<file path="src/rtl/cache_req_frontend_pkg.sv">
// Shared types and constants for the cache request front-end.
// Response bundle layout and the issue-space rule live here.
package cache_pkg;

  localparam int ADDR_W    = 32;
  localparam int DATA_W    = 32;
  localparam int INDEX_LSB = 2;
  localparam int INDEX_MSB = 3;
  localparam int TAG_LSB   = 4;

  typedef struct packed {
    logic [ADDR_W-1:0] addr;
    logic [DATA_W-1:0] data;
    logic              hit;
  } rsp_t;

  // True when the response buffer still has room once S1 lands.
  function automatic logic can_issue(
    input logic [1:0] occ,
    input logic       pop,
    input logic       push
  );
    logic [2:0] w_nxt;
    w_nxt = {1'b0, occ} - {2'b0, pop} + {2'b0, push};
    return w_nxt < 3'd2;
  endfunction

endpackage

</file>
<file path="src/rtl/cache_req_frontend_if.sv">
// Generic valid/ready channel carrying a W-bit payload.
// master drives valid/data, slave drives ready.
interface cache_req_frontend_if #(
  parameter int W = 32
) ();

  logic         valid;
  logic         ready;
  logic [W-1:0] data;

  modport master (
    output valid,
    output data,
    input  ready
  );

  modport slave (
    input  valid,
    input  data,
    output ready
  );

endinterface

</file>
<file path="src/rtl/cache_req_frontend_sync_fifo.sv">
// Synchronous FIFO with occupancy count, power-of-2 depth.
// Storage is cleared on reset so the head reads zero when empty.
module sync_fifo #(
  parameter int W     = 32,
  parameter int DEPTH = 4,
  localparam int AW   = (DEPTH > 1) ? $clog2(DEPTH) : 1
) (
  input  logic          clk,
  input  logic          rst,
  input  logic          i_push,
  input  logic [W-1:0]  i_wdata,
  input  logic          i_pop,
  output logic [W-1:0]  o_rdata,
  output logic [AW:0]   o_count
);

  localparam logic [AW:0] FULL = (AW+1)'(DEPTH);

  logic [W-1:0]  r_mem [DEPTH];
  logic [AW-1:0] r_wp;
  logic [AW-1:0] r_rp;
  logic [AW:0]   r_cnt;
  logic          w_push;
  logic          w_pop;

  assign w_push  = i_push && (r_cnt != FULL);
  assign w_pop   = i_pop && (r_cnt != '0);
  assign o_rdata = r_mem[r_rp];
  assign o_count = r_cnt;

  always_ff @(posedge clk or negedge rst) begin
    if (!rst) begin
      r_wp  <= '0;
      r_rp  <= '0;
      r_cnt <= '0;
      for (int i = 0; i < DEPTH; i++) r_mem[i] <= '0;
    end else begin
      if (w_push) begin
        r_mem[r_wp] <= i_wdata;
        r_wp        <= r_wp + AW'(1);
      end
      if (w_pop) r_rp <= r_rp + AW'(1);
      if (w_push && !w_pop)
        r_cnt <= r_cnt + (AW+1)'(1);
      else if (w_pop && !w_push)
        r_cnt <= r_cnt - (AW+1)'(1);
    end
  end

endmodule

</file>
<file path="src/rtl/cache_req_frontend.sv">
// Request FIFO -> issue register -> cache -> 2-entry response buffer.
// Also keeps saturating hit/miss statistics.
module cache_req_frontend
  import cache_pkg::*;
#(
  parameter int REQ_DEPTH = 4,
  parameter int CNT_W     = 16
) (
  input  logic              clk,
  input  logic              rst,
  cache_req_frontend_if.slave  req,
  cache_req_frontend_if.master rsp,
  output logic [ADDR_W-1:0] cache_addr,
  input  logic              cache_hit,
  input  logic [DATA_W-1:0] cache_out,
  output logic [CNT_W-1:0]  hit_cnt,
  output logic [CNT_W-1:0]  miss_cnt,
  output logic              busy
);

  localparam int QW = $clog2(REQ_DEPTH);
  localparam logic [QW:0] QFULL = (QW+1)'(REQ_DEPTH);

  logic              r_live;
  logic              r_s1_valid;
  logic [ADDR_W-1:0] r_cache_addr;
  logic [CNT_W-1:0]  r_hit_cnt;
  logic [CNT_W-1:0]  r_miss_cnt;

  logic [QW:0]       w_q_cnt;
  logic [ADDR_W-1:0] w_q_head;
  logic [1:0]        w_b_cnt;
  rsp_t              w_b_head;
  rsp_t              w_b_in;
  logic              w_req_push;
  logic              w_rsp_pop;
  logic              w_issue;

  // r_live holds ready low through reset and its first released edge.
  assign req.ready  = r_live && (w_q_cnt < QFULL);
  assign w_req_push = req.valid && req.ready;
  assign rsp.valid  = (w_b_cnt != '0);
  assign rsp.data   = w_b_head;
  assign w_rsp_pop  = rsp.valid && rsp.ready;
  assign w_issue    = (w_q_cnt != '0) &&
                      can_issue(w_b_cnt, w_rsp_pop, r_s1_valid);

  assign w_b_in = '{addr: r_cache_addr,
                    data: cache_out,
                    hit:  cache_hit};

  assign cache_addr = r_cache_addr;
  assign hit_cnt    = r_hit_cnt;
  assign miss_cnt   = r_miss_cnt;
  assign busy       = (w_q_cnt != '0) || r_s1_valid || rsp.valid;

  sync_fifo #(
    .W     (ADDR_W),
    .DEPTH (REQ_DEPTH)
  ) u_req_q (
    .clk     (clk),
    .rst     (rst),
    .i_push  (w_req_push),
    .i_wdata (req.data),
    .i_pop   (w_issue),
    .o_rdata (w_q_head),
    .o_count (w_q_cnt)
  );

  sync_fifo #(
    .W     ($bits(rsp_t)),
    .DEPTH (2)
  ) u_rsp_q (
    .clk     (clk),
    .rst     (rst),
    .i_push  (r_s1_valid),
    .i_wdata (w_b_in),
    .i_pop   (w_rsp_pop),
    .o_rdata (w_b_head),
    .o_count (w_b_cnt)
  );

  always_ff @(posedge clk or negedge rst) begin
    if (!rst) begin
      r_live       <= 1'b0;
      r_s1_valid   <= 1'b0;
      r_cache_addr <= '0;
    end else begin
      r_live     <= 1'b1;
      r_s1_valid <= w_issue;
      if (w_issue) r_cache_addr <= w_q_head;
    end
  end

  always_ff @(posedge clk or negedge rst) begin
    if (!rst) begin
      r_hit_cnt  <= '0;
      r_miss_cnt <= '0;
    end else if (r_s1_valid) begin
      if (cache_hit) begin
        if (r_hit_cnt != '1) r_hit_cnt <= r_hit_cnt + CNT_W'(1);
      end else begin
        if (r_miss_cnt != '1) r_miss_cnt <= r_miss_cnt + CNT_W'(1);
      end
    end
  end

endmodule

</file>
<file path="src/flat_wrapper.sv">
// flat-port wrapper written by rule: the top's interface ports become plain ports
module cache_req_frontend_flat import cache_pkg::*;
#(
  parameter int REQ_DEPTH = 4,
  parameter int CNT_W     = 16
)
  (clk, rst, cache_addr, cache_hit, cache_out, hit_cnt, miss_cnt, busy, req_valid, req_data, req_ready, rsp_valid, rsp_data, rsp_ready);
  cache_req_frontend_if #(.W(32)) req_i ();
  cache_req_frontend_if #(.W($bits(rsp_t))) rsp_i ();
  input  logic clk;
  input  logic rst;
  output logic [ADDR_W-1:0] cache_addr;
  input  logic cache_hit;
  input  logic [DATA_W-1:0] cache_out;
  output logic [CNT_W-1:0] hit_cnt;
  output logic [CNT_W-1:0] miss_cnt;
  output logic busy;
  input wire logic [$bits(req_i.valid)-1:0] req_valid;
  input wire logic [$bits(req_i.data)-1:0] req_data;
  output wire logic [$bits(req_i.ready)-1:0] req_ready;
  output wire logic [$bits(rsp_i.valid)-1:0] rsp_valid;
  output wire logic [$bits(rsp_i.data)-1:0] rsp_data;
  input wire logic [$bits(rsp_i.ready)-1:0] rsp_ready;
  assign req_i.valid = req_valid;
  assign req_i.data = req_data;
  assign req_ready = req_i.ready;
  assign rsp_valid = rsp_i.valid;
  assign rsp_data = rsp_i.data;
  assign rsp_i.ready = rsp_ready;
  cache_req_frontend #(.REQ_DEPTH(REQ_DEPTH), .CNT_W(CNT_W)) u_core (.clk(clk), .rst(rst), .req(req_i), .rsp(rsp_i), .cache_addr(cache_addr), .cache_hit(cache_hit), .cache_out(cache_out), .hit_cnt(hit_cnt), .miss_cnt(miss_cnt), .busy(busy));
endmodule
</file>
<file path="config.mk">
export PLATFORM = sky130hd
export DESIGN_NAME = cache_req_frontend_flat
export DESIGN_NICKNAME = d
export VERILOG_FILES = /design/src/rtl/cache_req_frontend_pkg.sv /design/src/rtl/cache_req_frontend_if.sv /design/src/rtl/cache_req_frontend_sync_fifo.sv /design/src/rtl/cache_req_frontend.sv /design/src/flat_wrapper.sv
export SDC_FILE = /design/constraint.sdc
export NUM_CORES = 1
export LEC_CHECK = 0
export BUFFER_PORTS_ARGS = -buffer_cell sky130_fd_sc_hd__buf_2
export CORE_MARGIN = 2
export CORE_UTILIZATION = 52
export DETAILED_ROUTE_END_ITERATION = 6
export GPL_TIMING_DRIVEN = 1
export PLACE_DENSITY = 0.87
export SETUP_SLACK_MARGIN = 0.1
export SKIP_LAST_GASP = 1
export SLEW_MARGIN = 20
export SYNTH_ARGS = -nofsm -noshare
export SYNTH_HDL_FRONTEND = slang
export SYNTH_SLANG_ARGS = --single-unit
</file>
<file path="constraint.sdc">
create_clock -name clk -period 3.6 [get_ports clk]
set_input_delay 0.72 -clock clk [delete_from_list [all_inputs] [get_ports clk]]
set_output_delay 0.72 -clock clk [all_outputs]
set_load 0.005 [all_outputs]
</file>
==> key figures <==
Floorplanning
  – Starting Density: 52.9%
  – Site Rows: 61
  – Die width: 172 microns
  – Core Footprint: 0.0279 sq mm
  – Die height: 172 microns
  – I/O pin count: 201
  – Die area: 0.0297 sq mm

STA
  – Hold slack: 245 ps
  – Tcrit/Tclk final: 91.6%
  – Max Fclk: 303 MHz
  – Layout Skew: 12.0 ps
  – Crit path time final: 3300 ps
  – Rel. slew slack: 31.8%
  – Setup WS post-layout: 302 ps
  – Final slew viol count: 0
  – Fin. Hold Viols: 0
  – Worst Max-Slew Pin Slew: 1020 ps
  – RSZ-0062 raised after global routing: no
  – Post-route setup TNS: 0 ps
  – Setup violations, final: 0

Finish
  – Layout cell share with drive strength beyond 1: 53.6%
  – Most frequent cells in the layout: dfrtp_1 (330), mux2_2 (283), buf_2 (199), mux2_1 (51), clkbuf_16 (37)
  – Multi-input logic area: 0.00601 sq mm
  – # fillers: 2048
  – Final net count: 1215
  – Register area: 0.00839 sq mm
  – Final core occ: 61.6%
  – Area added between synthesis and finish: 16.4%
  – Commonest non-fill, non-tap cell in the layout: dfrtp_1

Critical path
  – Critical Path Most Common Cell: inv_1
  – Crit path arrival time: 3720 ps
  – CP Class: reg2reg
  – Reg-to-Reg End: u_core.u_req_q.o_count[2]
  – Worst EP required: 4020 ps
  – Largest delay share family, worst path: adder cells
  – Worst R2R Start: u_core.u_rsp_q.o_count[1]
  – Worst path depth: 15
  – R2R setup slack: 300 ps
  – CP cell instances: or2_2 > nand2_2 > inv_1 > ha_1 > nand2b_1 > fa_1 > xnor2_1 > and3_2 > inv_1 > ha_1 > inv_1 > fa_1 > xor2_1 > nor2_1 > xor2_1
  – Crit. End Element: flip-flop
  – Slowest-stage cell, CP: dfrtp_2
  – Critical Path Source Type: flip-flop
  – Setup crit end: u_core.u_req_q.o_count[2]
  – Crit. Startpoint: u_core.u_rsp_q.o_count[1]
  – CP Buf/Inv Count: 3
  – R2r worst-path depth: 15
  – Crit-path max cell delay: 440 ps
  – Max FO, Critical Path: 4

Synthesis
  – Synth Instances: 935
  – Post-synthesis sequential area ratio: 56.9%
  – Cell taking the most area after synthesis: dfrtp_1
  – Post-Synth XOR/XNOR Area: 2.02%
  – Post-Syn Area: 0.0147 sq mm
  – YS warnings: 0
  – EDFF count, synth: 0
  – Synth Area per Inst: 15.8 sq um
  – Yosys top cell area share: 56.9%
  – Adder-cell share of the synthesized area: 1.04%
  – Synth Area in Compound Gates: 0.917%
  – Area share of and/or/nand/nor cells after synthesis: 3.60%
  – Mux share of post-synthesis cell area: 33.1%
  – Synth area leaders: dfrtp_1 (57%), mux2_2 (22%), mux4_2 (4.9%)
  – Netlist cell types: 51
  – Top_reg_cell synth: dfrtp_1
  – Number of synthesized register bits: 335
  – Largest family of logic cells by synthesized area: multiplexers
  – Async SR Flop Fraction: 100%
  – Net Count, Synth: 1015

Min path
  – Hold crit path type: in2async

Clock network
  – # clock sinks: 335
  – Worst-Skew Late Latency: 500 ps
  – Worst-path clk slew: 60 ps
  – Count of hold-fix buffers inserted at cts: 0
  – CTS root buf: clkbuf_16
  – H-tree Lvls: 2
  – Num CTS Buffers: 35
  – TritonCTS clock tree: built
  – Longest Clk Path Bufs: 3

Global routing
  – Vias in the first global route: 8981
  – Initial antenna violation count: 7
  – First-pass GRT wire length: 47300 microns
  – Largest net degree at the start of global routing: 100
  – Grt total ovfl: 0
  – All-Layer GR Usage: 20.2%

Drt
  – Pre-Repair DR Iteration Count: 4
  – Drt drc: 0
  – Antenna-violating nets left: 0
  – DR WL met2: 15100 microns
  – Metal3 WL: 1610 microns
  – Routed wire length per instance: 19.4 microns
  – Iter 0 DRT Violations: 394
  – Vias: 8443
  – Top layer in use: met5
  – Vias per std cell: 5.49
  – WL final: 29900 microns
  – Wire length on met1: 12500 microns

Placed design
  – Pre-CTS WS: 232 ps
  – I/O Buffers: 200
  – DP HPWL: 19100 microns
  – Placer's final routability congestion estimate: 0.843

Pwr
  – Worst vdd ir: 0.718 mV
  – Leak pwr: 7.96 nW
  – Power, Total: 16.2 mW
  – Pwr Density: 944 mW/mm^2

Job
  – Max cap viols: 0

Run status
  – Status: finished clean
==> metal layers <==
layer | vias to the layer above | GRT usage, %
met3 | 55 | 4.17
met2 | 180 | 35.0
met5 | - | 0
li1 | 3805 | -
met1 | 4399 | 25.5
met4 | 4 | 6.72
==> how the worst min path moves through the flow <==
stage	start	end	slack, ps	depth (start not counted)
after floorplan	rst	u_core.cache_addr[0]	420	0
after global placement	u_core.u_rsp_q.r_mem[106]	u_core.u_rsp_q.r_mem[106]	460	1
after detailed placement	u_core.u_rsp_q.r_mem[79]	u_core.u_rsp_q.r_mem[79]	470	1
after CTS	rst	u_core.u_rsp_q.r_mem[97]	290	1
after global routing	rst	u_core.u_rsp_q.r_mem[97]	300	1
final	rst	u_core.u_rsp_q.r_mem[97]	250	1
==> synth_stat cells (all sizes together) (2+ instances only) <==
master and n:
o21ai 6, a21oi 4, inv 8, mux4 32, and2 4, mux2 360
nor3 3, a31oi 5, nand4 10, nand3 12, o21a 2, clkbuf 8
and4 3, dfrtp 335, nand2b 2, nor2 6, xor2 17, ha 9
nor2b 2, nor4b 3, and3 6, nor4 6, buf 40, or3 3
nand2 19, fa 2, xnor2 17
==> kinds of logic after synthesis <==
logic type,count (synthesis)
multiplexers,392
AND/OR/NAND/NOR,86
other,1
AO/OA/AOI/OAI,20
XOR/XNOR,34
flip-flops,335
buffers and inverters,56
adder cells (fa/ha/maj),11
==> layout make-up <==
cell class              instances  share of cell area [%]
multi-input cells             544                    35.0
diodes                          4                  0.0584
repair buffers                211                    6.74
well taps                     378                    2.76
clock buffers                  57                    6.25
clock inverters                 2                  0.0584
flip-flops and latches        335                    48.9
inverters                       8                   0.175
==> through the flow <==
step / cells / instance area [sq um]
after floorplan: 935 / 14700
after global placement: 1475 / 16000
after detailed placement: 1475 / 16000
after CTS: 1534 / 17100
after global routing: 1538 / 17100
final: 1539 / 17100
==> what timing repair did <==
item                                   in CTS  in global routing
setup buffers                               0                  1
endpoints found under the hold margin       0                  0
setup endpoints to repair                   0                  2
resized for setup                           0                  3
==> state kept, by name, summed over array words and instances (netlist names) <==
| signal | cells |
|---|---|
| u_core.u_rsp_q.r_rp | 1 |
| u_core.r_live | 1 |
| u_core.u_req_q.r_rp | 2 |
| u_core.hit_cnt | 16 |
| u_core.u_req_q.r_wp | 2 |
| u_core.u_req_q.r_mem | 128 |
| u_core.miss_cnt | 16 |
| u_core.cache_addr | 32 |
| u_core.u_rsp_q.o_count | 2 |
| u_core.r_s1_valid | 1 |
| u_core.u_rsp_q.r_wp | 1 |
| u_core.u_rsp_q.r_mem | 130 |
| u_core.u_req_q.o_count | 3 |
==> worst register-to-register path: cells and delay by family (launching register included) <==
kind	cells	cell delay, ps
adders and majority gates	4	1220
and+or+nand+nor	5	950
DFF	1	440
buffers and inverters	3	160
xor gates and xnor gates	3	450
==> where the power goes <==
| group | total (mW) | switching (mW) | leakage (nW) | internal, mW |
|---|---|---|---|---|
| Clock | 3.39 | 1.37 | 0.529 | 2.02 |
| Combinational | 5.97 | 2.21 | 3.31 | 3.76 |
| Sequential | 6.82 | 1.29 | 4.12 | 5.53 |
(Power assumes the default switching activity.)
